`src/rtl/updown_mod_counter.sv`:
```
// updown_mod_counter: up/down counter over the range 0..mod_i with
// wrap, saturate or one-shot behaviour at the terminal value.
// Also provides synchronous clear and parallel load.
// tc_o is a combinational carry/borrow for cascading wider counters.
module updown_mod_counter #(
    parameter int WIDTH = 8
) (
    input  logic             clk_i,
    input  logic             rst_i,
    input  logic             clr_i,
    input  logic             ld_i,
    input  logic [WIDTH-1:0] ld_val_i,
    input  logic             ce_i,
    input  logic             ctr_i,
    input  logic [WIDTH-1:0] mod_i,
    input  logic [1:0]       mode_i,
    output logic [WIDTH-1:0] d_out,
    output logic             tc_o,
    output logic             wrap_o,
    output logic             done_o
);

    localparam logic [WIDTH-1:0] ONE  = WIDTH'(1);
    localparam logic [WIDTH-1:0] ZERO = '0;

    logic [WIDTH-1:0] cnt_q, cnt_d;
    logic             wrap_q, wrap_d;
    logic             done_q, done_d;

    logic [WIDTH-1:0] term;
    logic             mode_sat;
    logic             mode_os;
    logic             halted;

    // The terminal value is the end of the range we are heading towards.
    // Mode 11 falls through to wrap because neither flag is set.
    always_comb begin
        term     = ctr_i ? mod_i : ZERO;
        mode_sat = (mode_i == 2'b01);
        mode_os  = (mode_i == 2'b10);
        halted   = done_q & mode_os;
    end

    // Next-state selection in priority order: clear, load, then an enabled step.
    always_comb begin
        cnt_d  = cnt_q;
        wrap_d = 1'b0;
        // A finished one-shot forgets its flag as soon as it leaves one-shot mode.
        done_d = done_q & mode_os;
        if (clr_i) begin
            cnt_d  = ZERO;
            done_d = 1'b0;
        end else if (ld_i) begin
            cnt_d  = (ld_val_i > mod_i) ? mod_i : ld_val_i;
            done_d = 1'b0;
        end else if (ce_i && !halted) begin
            if (cnt_q > mod_i) begin
                // Modulus was lowered below the current value: snap to the top.
                cnt_d = mod_i;
            end else if (cnt_q != term) begin
                cnt_d = ctr_i ? (cnt_q + ONE) : (cnt_q - ONE);
            end else if (mode_os) begin
                done_d = 1'b1;
            end else if (!mode_sat) begin
                cnt_d  = ctr_i ? ZERO : mod_i;
                wrap_d = 1'b1;
            end
        end
    end

    // State registers; reset acts immediately without waiting for a clock.
    always_ff @(posedge clk_i or posedge rst_i) begin
        if (rst_i) begin
            cnt_q  <= ZERO;
            wrap_q <= 1'b0;
            done_q <= 1'b0;
        end else begin
            cnt_q  <= cnt_d;
            wrap_q <= wrap_d;
            done_q <= done_d;
        end
    end

    // Terminal count stays high while saturated so a following stage keeps going,
    // but drops once a one-shot has finished.
    always_comb begin
        tc_o   = ce_i & (cnt_q == term) & ~halted;
        d_out  = cnt_q;
        wrap_o = wrap_q;
        done_o = done_q;
    end

endmodule

```
`config.mk`:
```
export PLATFORM = sky130hd
export DESIGN_NAME = updown_mod_counter
export DESIGN_NICKNAME = d
export VERILOG_FILES = /design/src/rtl/updown_mod_counter.sv
export SDC_FILE = /design/constraint.sdc
export NUM_CORES = 1
export LEC_CHECK = 0
export BUFFER_PORTS_ARGS = -buffer_cell sky130_fd_sc_hd__buf_4
export CAP_MARGIN = 0
export CORE_ASPECT_RATIO = 0.6
export CORE_MARGIN = 2
export CORE_UTILIZATION = 40
export CTS_CLUSTER_SIZE = 14
export DETAILED_ROUTE_END_ITERATION = 12
export PLACE_DENSITY = 0.65
export REMOVE_ABC_BUFFERS = 1
export SLEW_MARGIN = 25
export SYNTH_ARGS = -nofsm -noshare
export SYNTH_HDL_FRONTEND = slang
export SYNTH_SLANG_ARGS = --single-unit
```
`constraint.sdc`:
```
create_clock -name clk_i -period 4.7 [get_ports clk_i]
set_clock_uncertainty 0.05 [all_clocks]
set_input_delay 0.94 -clock clk_i [delete_from_list [all_inputs] [get_ports clk_i]]
set_output_delay 0.94 -clock clk_i [all_outputs]
set_load 0.005 [all_outputs]
```
Yosys cells after proc, flatten, opt, wreduce, memory -nomap -nowiden --
Cells that the tools add are included.
Word-level totals: flip-flop bits (word level) 10, output and inout port bits 11, logic and storage cells 45
Cells by class: add/subtract/negate cells 2, magnitude comparators 2, equality and inequality tests 6, muxes and demuxes 24, bitwise operators 4, reduce and logical (&&, ||, !) cells 4
Operator list (count):
- $mux 8 | 11
- $gt 8x8->1 | 2
- $mux 1 | 13
- $ne 5x3->1 const B | 2
- $add 8x1->8 const B | 1
- $eq 8x8->1 | 1
- $ne 8x8->1 | 1
- $sub 8x1->8 const B | 1
- $and 1x1->1 | 3
- $reduce_and 3->1 | 1
- $reduce_bool 3->1 | 1
- $eq 2x1->1 const B | 1
- $eq 2x2->1 const B | 1
- $logic_and 1x1->1 | 1
- $logic_not 1->1 | 1
- $not 1->1 | 1

Depth between registers and ports, before layout --
Gate-level depths: netlist (run 1).
depth in word-level cells 8, mapped depth 11, mapped depth without buffers 9

Worst setup path before layout (run 1) --
OpenSTA, ideal clock, no wires.
kind input -> register, from in ctr_i, to reg cnt_q[7], in the netlist d_out[7], arrival 2.891 ns, slack 1.639 ns, cell stages on the path 10, cells stage by stage buf_6 > inv_1 > ha_1 > a21o_1 > a21oi_1 > nand2_1 > o311ai_0 > nor4_1 > a311o_1 > a31o_1
Between the ends: word-level cells in the longest chain between the ends 8, elaborated cells between the ends (all ways) 14, classes of those cells eq/ne: 3; mux: 10; reduce/logical: 1
Ends and longest elaborated chain:
- start, declared | line 14 | input logic ctr_i,
- $mux 8 | line 65 | cnt_d = ctr_i ? ZERO : mod_i;
- $mux 8 | line 64 | end else if (!mode_sat) begin
- $mux 8 | line 62 | end else if (mode_os) begin
- $mux 8 | line 60 | end else if (cnt_q != term) begin
- $mux 8 | line 57 | if (cnt_q > mod_i) begin
- $mux 8 | line 56 | end else if (ce_i && !halted) begin
- $mux 8 | line 53 | end else if (ld_i) begin
- $mux 8 | line 50 | if (clr_i) begin
- end signal, assigned | line 78 | cnt_q <= cnt_d;
- end, declared | line 26 | logic [WIDTH-1:0] cnt_q, cnt_d;
Several ways; a longest one is shown, not always the timed one. The select of a mux whose other input is x is not followed. A chain may end at the register's enable or synchronous reset.

Worst setup path in the final report (run 1) --
from in mod_i[2], to out tc_o
Between the ends: word-level cells in the longest chain between the ends 4
Ends and longest elaborated chain:
- start, declared | line 15 | input logic [WIDTH-1:0] mod_i,
- $mux 8 | line 38 | term = ctr_i ? mod_i : ZERO;
- $eq 8x8->1 | line 87 | tc_o = ce_i & (cnt_q == term) & ~halted;
- $and 1x1->1 (2 in series) | line 87
- end, declared | line 18 | output logic tc_o,
No other way between the ends.

==> results of run 1 <==
-- cells in the mapped netlist, types with 6 or more instances --
| cell type | count |
|---|---|
| a21o_1 | 10 |
| a21oi_1 | 16 |
| a221oi_1 | 6 |
| dfrtp_1 | 10 |
| ha_1 | 24 |
| inv_1 | 15 |
| mux2i_1 | 8 |
| nand2_1 | 6 |
| nand3_1 | 12 |
| nor2_1 | 8 |
| o21ai_0 | 7 |
| o31ai_2 | 7 |
-- final cells by class --
cell class | count | area, um^2 | area share
multi-input combinational | 162 | 1290 | 0.655
timing repair buffer | 34 | 255 | 0.130
sequential | 10 | 250 | 0.127
tap | 50 | 62.6 | 0.0317
inverter | 15 | 56.3 | 0.0286
clock buffer | 4 | 55.1 | 0.0279
-- state kept, by name (all words and copies together), names as in the netlist --
signal and count:
done_o 1, d_out 8, wrap_o 1
-- where the power goes --
| group | total (mW) | internal [mW] | switching (mW) |
|---|---|---|---|
| Clock | 0.111 | 0.0739 | 0.0370 |
| Combinational | 0.274 | 0.128 | 0.146 |
| Sequential | 0.127 | 0.0974 | 0.0293 |
-- worst paths after layout --
path / cells after the start / end
min in group asynchronous: 2 / d_out[4]
worst max register to register: 8 / d_out[5]
worst min register to register: 2 / done_o
max in group asynchronous: 2 / d_out[2]
worst min-delay path: 2 / done_o
worst max-delay path: 7 / tc_o
-- layout by cell type, fill, tap and decap left out, types with 6 or more instances in the layout --
| master | synthesis | layout |
|---|---|---|
| mux2i_1 | 8 | 8 |
| a221oi_1 | 6 | 6 |
| nand3_1 | 12 | 12 |
| o21ai_0 | 7 | 7 |
| dfrtp_1 | 10 | 10 |
| nand2_1 | 6 | 6 |
| a21o_1 | 10 | 10 |
| ha_1 | 24 | 24 |
| a21oi_1 | 16 | 16 |
| o31ai_2 | 7 | 7 |
| inv_1 | 15 | 15 |
| buf_4 | 0 | 34 |
| nor2_1 | 8 | 8 |
-- cell families after synthesis --
logic type	count (synthesis)	synth area share
simple gates	53	0.181
fa+ha+maj	25	0.195
flops	10	0.152
mux	8	0.0486
buf+inv	22	0.0638
xor+xnor	8	0.0425
compound gates	68	0.318
-- worst register-to-register path, cell delays in order, from the launching register on --
cell and delay, ns:
dfrtp_1 0.52, ha_1 0.31, nor2b_1 0.13, o211ai_1 0.16, a21oi_1 0.11, o21ai_0 0.37, o21ai_1 0.32, a221oi_1 0.46
o31ai_2 0.11
-- per-layer routing --
metal | share of wire | up-vias | wire [um]
met2 | 0.39 | 55 | 1720
met3 | 0.085 | 4 | 376
met1 | 0.52 | 746 | 2320
li1 | - | 804 | -
met4 | 0.0052 | 0 | 23
met5 | 0 | - | 0
==> results by group, run 1 <==
Run status
  – Outcome: finished clean

Synthesis
  – Part of the Yosys area used for sequential elements: 0.152
  – Asr flop ratio synth: 1.00
  – Main synth FF type: dfrtp_1
  – Syn_area_per_cell: 8.49 um^2
  – Top cell type's share of synthesized area: 0.182
  – Gate Count Post-Synth: 194
  – Post-Syn Area: 1650 um^2
  – Top cells by area, synth: ha_1, dfrtp_1, o31ai_2
  – FF+latch count, synth: 10
  – EDFF count, synth: 0
  – Yosys top cell by area: ha_1
  – YS warnings: 0
  – Post-synthesis cell type count: 44

Clock network
  – Root Driver: clkbuf_8
  – Sink Count: 10
  – Clk_lat worst skew: 0.24 ns
  – CTS tree: done
  – TritonCTS buffer count: 3
  – CTS HTree Levels: 1
  – Max clock buf depth: 2
  – Post-CTS Setup Bufs: 0
  – Reg clk slew, reported paths: about 0.050 ns
  – Hold-fix buffers at CTS: 0
  – # resized after CTS: 0

Layout
  – # diodes: 0
  – Fillers: 399
  – Post-route insts no fill: 275
  – Post-route cell area: 1970 um^2
  – P&R area growth vs syn: 19.7%
  – Util after Layout: 0.489
  – Share of layout cells above drive strength 1: 0.253
  – Post-layout nets: 275

Route
  – Vias: 1609
  – Final wirelength: 4.44 mm
  – Initial DRC count: 120
  – DRT antenna net count: 0
  – Wire per inst: 16.2 um
  – Drt pass-1 iters: 4
  – DR vias/cell: around 5.9
  – DRC viols: 0

Power and ir drop
  – Pwr dens: 260 nW/um^2
  – Leakage Power: 0.950 nW
  – Final Power: 512 uW
  – VDD IR max: between 0.1 and 0.15 mV

Worst setup path
  – Critical Path RT: ~3.7 ns
  – Critical Path Sink Type: output pin
  – Slowest stage delay, CP: 0.38 ns
  – WS Path Type: in2out
  – Critical path peak fanout: 7
  – Worst path bufs/invs: 3
  – Most frequent cell on the critical path: buf_4
  – Reg-to-Reg Start: d_out[1]
  – Crit path max-delay family: simple AND/OR/NAND/NOR gates
  – Crit path launch: mod_i[2]
  – Startpoint types: input port
  – Worst EP arrival: 2.26 ns
  – Max stage delay cell, worst path: a211oi_4
  – Flop2flop setup slack: ~2.0 ns
  – Critical-path cell list: buf_4 -> inv_1 -> nor4b_1 -> o21ai_2 -> a211oi_4 -> and2_2 -> buf_4

GRT
  – GR Overflow Total: 0
  – Vias in the first global route: 1490
  – Largest net degree at the start of global routing: 18
  – Grt peak-use layer: met1
  – First-pass GRT wire length: 7.58 mm
  – M2 GR Usage: 0.300
  – Antenna violations before repair: 0
  – Overall Global Routing Usage: 0.213
  – Grt met3 use: 0.0537
  – Met1 usage: 0.328

STA
  – TNS Setup: 0 ns
  – Slew @ Worst Pin: 0.792 ns
  – Final WS setup: 1.45 ns
  – Setup violators final: 0
  – Hold_ws: 0.479 ns
  – Tcrit/Tclk final: 0.691
  – Rel. slew slack: 0.470
  – Slew Limit Fails: 0
  – Final hold violations: 0
  – Max Clock Freq: 308 MHz
  – Unrepaired setup endpoints after global routing: false
  – Minimum clock period: 3.25 ns

Die
  – I/O Pins: 35
  – FP Rows: 18
  – Die Span Y: 53.7 um
  – Core Region: 4030 um^2
  – Die ar.: 4660 um^2
  – Horiz. Die Dim: 86.8 um
  – Initial Util: 0.408

Worst hold path
  – Hold Path Class: reg2reg
  – Min-delay src: done_o

Flow run
  – MaxCap Viol Count: 0

Placed design
  – GP Congestion: 0.812
  – DP Area: 1920 um^2
  – I/O Buffers: 34
  – Setup WS pre-CTS: 1.29 ns
  – Dpl hpwl: roughly 3.5 mm
  – Dpl cells: 271
Power figures use the tool's default switching activity.
==> run 2, diff against run 1 <==
==> constraint.sdc (replaced) <==
create_clock -name clk_i -period 3.4 [get_ports clk_i]
set_clock_uncertainty 0.05 [all_clocks]
set_input_delay 0.68 -clock clk_i [delete_from_list [all_inputs] [get_ports clk_i]]
set_output_delay 0.68 -clock clk_i [all_outputs]
set_load 0.005 [all_outputs]
==> run 2 against run 1 <==
  * Clock power increased by 34%
  * Power increased by 38%
  * Worst hold slack got worse by 0.088 ns
  * Critical path type is now in2reg
==> results by group, run 2 (synthesized netlist as in run 1, its figures left out) <==
Power and ir drop
  – Pwr dens: 356 nW/um^2 (+37%)
  – VDD IR max: 0.178 mV (+72%)
  – Leakage Power: 0.955 nW (+0.54%)

GRT
  – Largest net degree at the start of global routing: 18 (unchanged)
  – First-pass GRT wire length: 7.15 mm (-5.6%)
  – Overall Global Routing Usage: 0.202 (-0.0110)
  – Antenna violations before repair: 0 (unchanged)
  – Vias in the first global route: 1406 (-5.6%)
  – GR Overflow Total: 0 (unchanged)

STA
  – Rel. slew slack: 0.578 (+0.108)
  – Hold_ws: 0.392 ns (-0.0875 ns)
  – Minimum clock period: ~2.8 ns
  – Tcrit/Tclk final: 0.831
  – Unrepaired setup endpoints after global routing: false
  – Final hold violations: 0 (unchanged)
  – Final WS setup: 0.575 ns (-0.875 ns)
  – Slew @ Worst Pin: 0.632 ns (-0.159 ns)
  – Max Clock Freq: between 300 and 400 MHz
  – Slew Limit Fails: 0 (unchanged)
  – Setup violators final: 0 (unchanged)
  – TNS Setup: 0 ns (unchanged)

Layout
  – Fillers: 397 (-0.50%)
  – Share of layout cells above drive strength 1: 0.257 (+0.00330)
  – # diodes: 0 (unchanged)
  – Commonest non-fill, non-tap cells in the layout: buf_4, ha_1, a21oi_1
  – P&R area growth vs syn: 20.1%
  – Post-layout nets: 276 (+0.36%)
  – Most common cell after layout, fill and taps aside: buf_4
  – Largest register FFs: 8 (unchanged)

Worst setup path
  – Reg-to-Reg Start: d_out[1]
  – Worst r2r dst: d_out[4]
  – Flop2flop setup slack: 0.72 ns (-1.31 ns)
  – Slowest stage delay, CP: 0.40 ns (+0.02 ns)
  – Worst path bufs/invs: 2 (-1)
  – Worst EP arrival: 2.90 ns (+0.64 ns)
  – Startpoint types: input port
  – Max stage delay cell, worst path: ha_1
  – Crit path max-delay family: compound AO/OA/AOI/OAI gates
  – Critical-path cell list: buf_4 -> inv_1 -> ha_1 -> a21o_1 -> a21oi_1 -> nand2_1 -> o311ai_0 -> nor4_1 -> a311o_1 -> a31o_1
  – Critical path peak fanout: 14 (+7)
  – R2R depth: 8 (unchanged)
  – Critical Path Sink Type: register
  – Critical Path RT: 3.47 ns (-0.24 ns)
  – WS Path Type: in2reg

Route
  – Vias: 1602 (-0.44%)
  – DRC viols: 0 (unchanged)
  – Drt pass-1 iters: 4 (unchanged)
  – Initial DRC count: 141 (+18%)
  – Wire per inst: 16.0 um (-0.92%)
  – DRT antenna net count: 0 (unchanged)
  – Final wirelength: 4.42 mm (-0.56%)
  – DR vias/cell: 5.80 (-0.80%)

Die
  – Horiz. Die Dim: 86.8 um (unchanged)
  – Core Region: 4030 um^2 (unchanged)
  – I/O Pins: 35 (unchanged)
  – FP Rows: 18 (unchanged)
  – Die Span Y: 53.7 um (unchanged)
  – Die ar.: 4660 um^2 (unchanged)
  – Initial Util: 0.408 (unchanged)

Placed design
  – Dpl hpwl: 3.60 mm (+1.6%)
  – I/O Buffers: 34 (unchanged)
  – GP Congestion: 0.894 (+10%)
  – Setup WS pre-CTS: 0.345 ns (-0.944 ns)

Clock network
  – Max clock buf depth: 2 (unchanged)
  – # resized after CTS: 0 (unchanged)
  – Post-CTS Setup Bufs: 0 (unchanged)
  – CTS tree: done
  – Sink Count: 10 (unchanged)
  – Hold-fix buffers at CTS: 0 (unchanged)
  – Clk_lat worst skew: 0.23 ns (about the same)
  – Reg clk slew, reported paths: 0.05 ns (about the same)
  – CTS HTree Levels: 1 (unchanged)
  – TritonCTS buffer count: 3 (unchanged)
  – Root Driver: clkbuf_8

Worst hold path
  – Hold Path Class: in2async

Run status
  – Outcome: finished clean

Flow run
  – MaxCap Viol Count: 0 (unchanged)
run 2: cell count changes in the layout (fill, tap and decap cells not counted):
cell / before / now
buf_4: 34 / 35
run 2: worst max-delay path by stage:
stage          start        to  slack, ns  cells after the start
2_1_floorplan  ctr_i  d_out[7]       0.72                      9
3_3_place_gp   ctr_i  d_out[7]       0.36                     10
3_5_place_dp   ctr_i  d_out[7]       0.35                     10
4_1_cts        ctr_i  d_out[7]       0.58                     10
5_1_grt        ctr_i  d_out[7]       0.28                     10
6_report       ctr_i  d_out[7]       0.58                     10
run 2: where the power goes:
part	internal [mW]	leakage (nW)	switching, mW
Clock	0.102	0.0288	0.0475
Sequential	0.135	0.130	0.0400
Combinational	0.179	0.796	0.202
run 2: layout make-up:
class / instances / area [um^2] / area share
Timing Repair Buffer: 35 / 263 / 0.133
Tap cell: 50 / 62.6 / 0.0316
Sequential cell: 10 / 250 / 0.127
Multi-Input combinational cell: 162 / 1290 / 0.653
Inverter: 15 / 56.3 / 0.0285
Clock buffer: 4 / 55.1 / 0.0278
run 2: per-stage QoR:
| stage | instance area [um^2] | std cells | total power [mW] | utilization |
|---|---|---|---|---|
| floorplan | 1600 | 187 | 0.423 | - |
| global placement | 1920 | 272 | 0.553 | 0.477 |
| detailed placement | 1920 | 272 | 0.554 | 0.477 |
| CTS | 1980 | 276 | 0.709 | 0.491 |
| global route | 1980 | 276 | 0.766 | 0.491 |
| finish | 1980 | 276 | 0.705 | 0.491 |
run 2: routing by layer:
layer	wire length [um]	GRT usage	up-vias
met2	1650	0.272	50
li1	-	-	811
met3	384	0.0491	0
met5	0	0	-
met4	0	0.00781	0
met1	2380	0.327	741
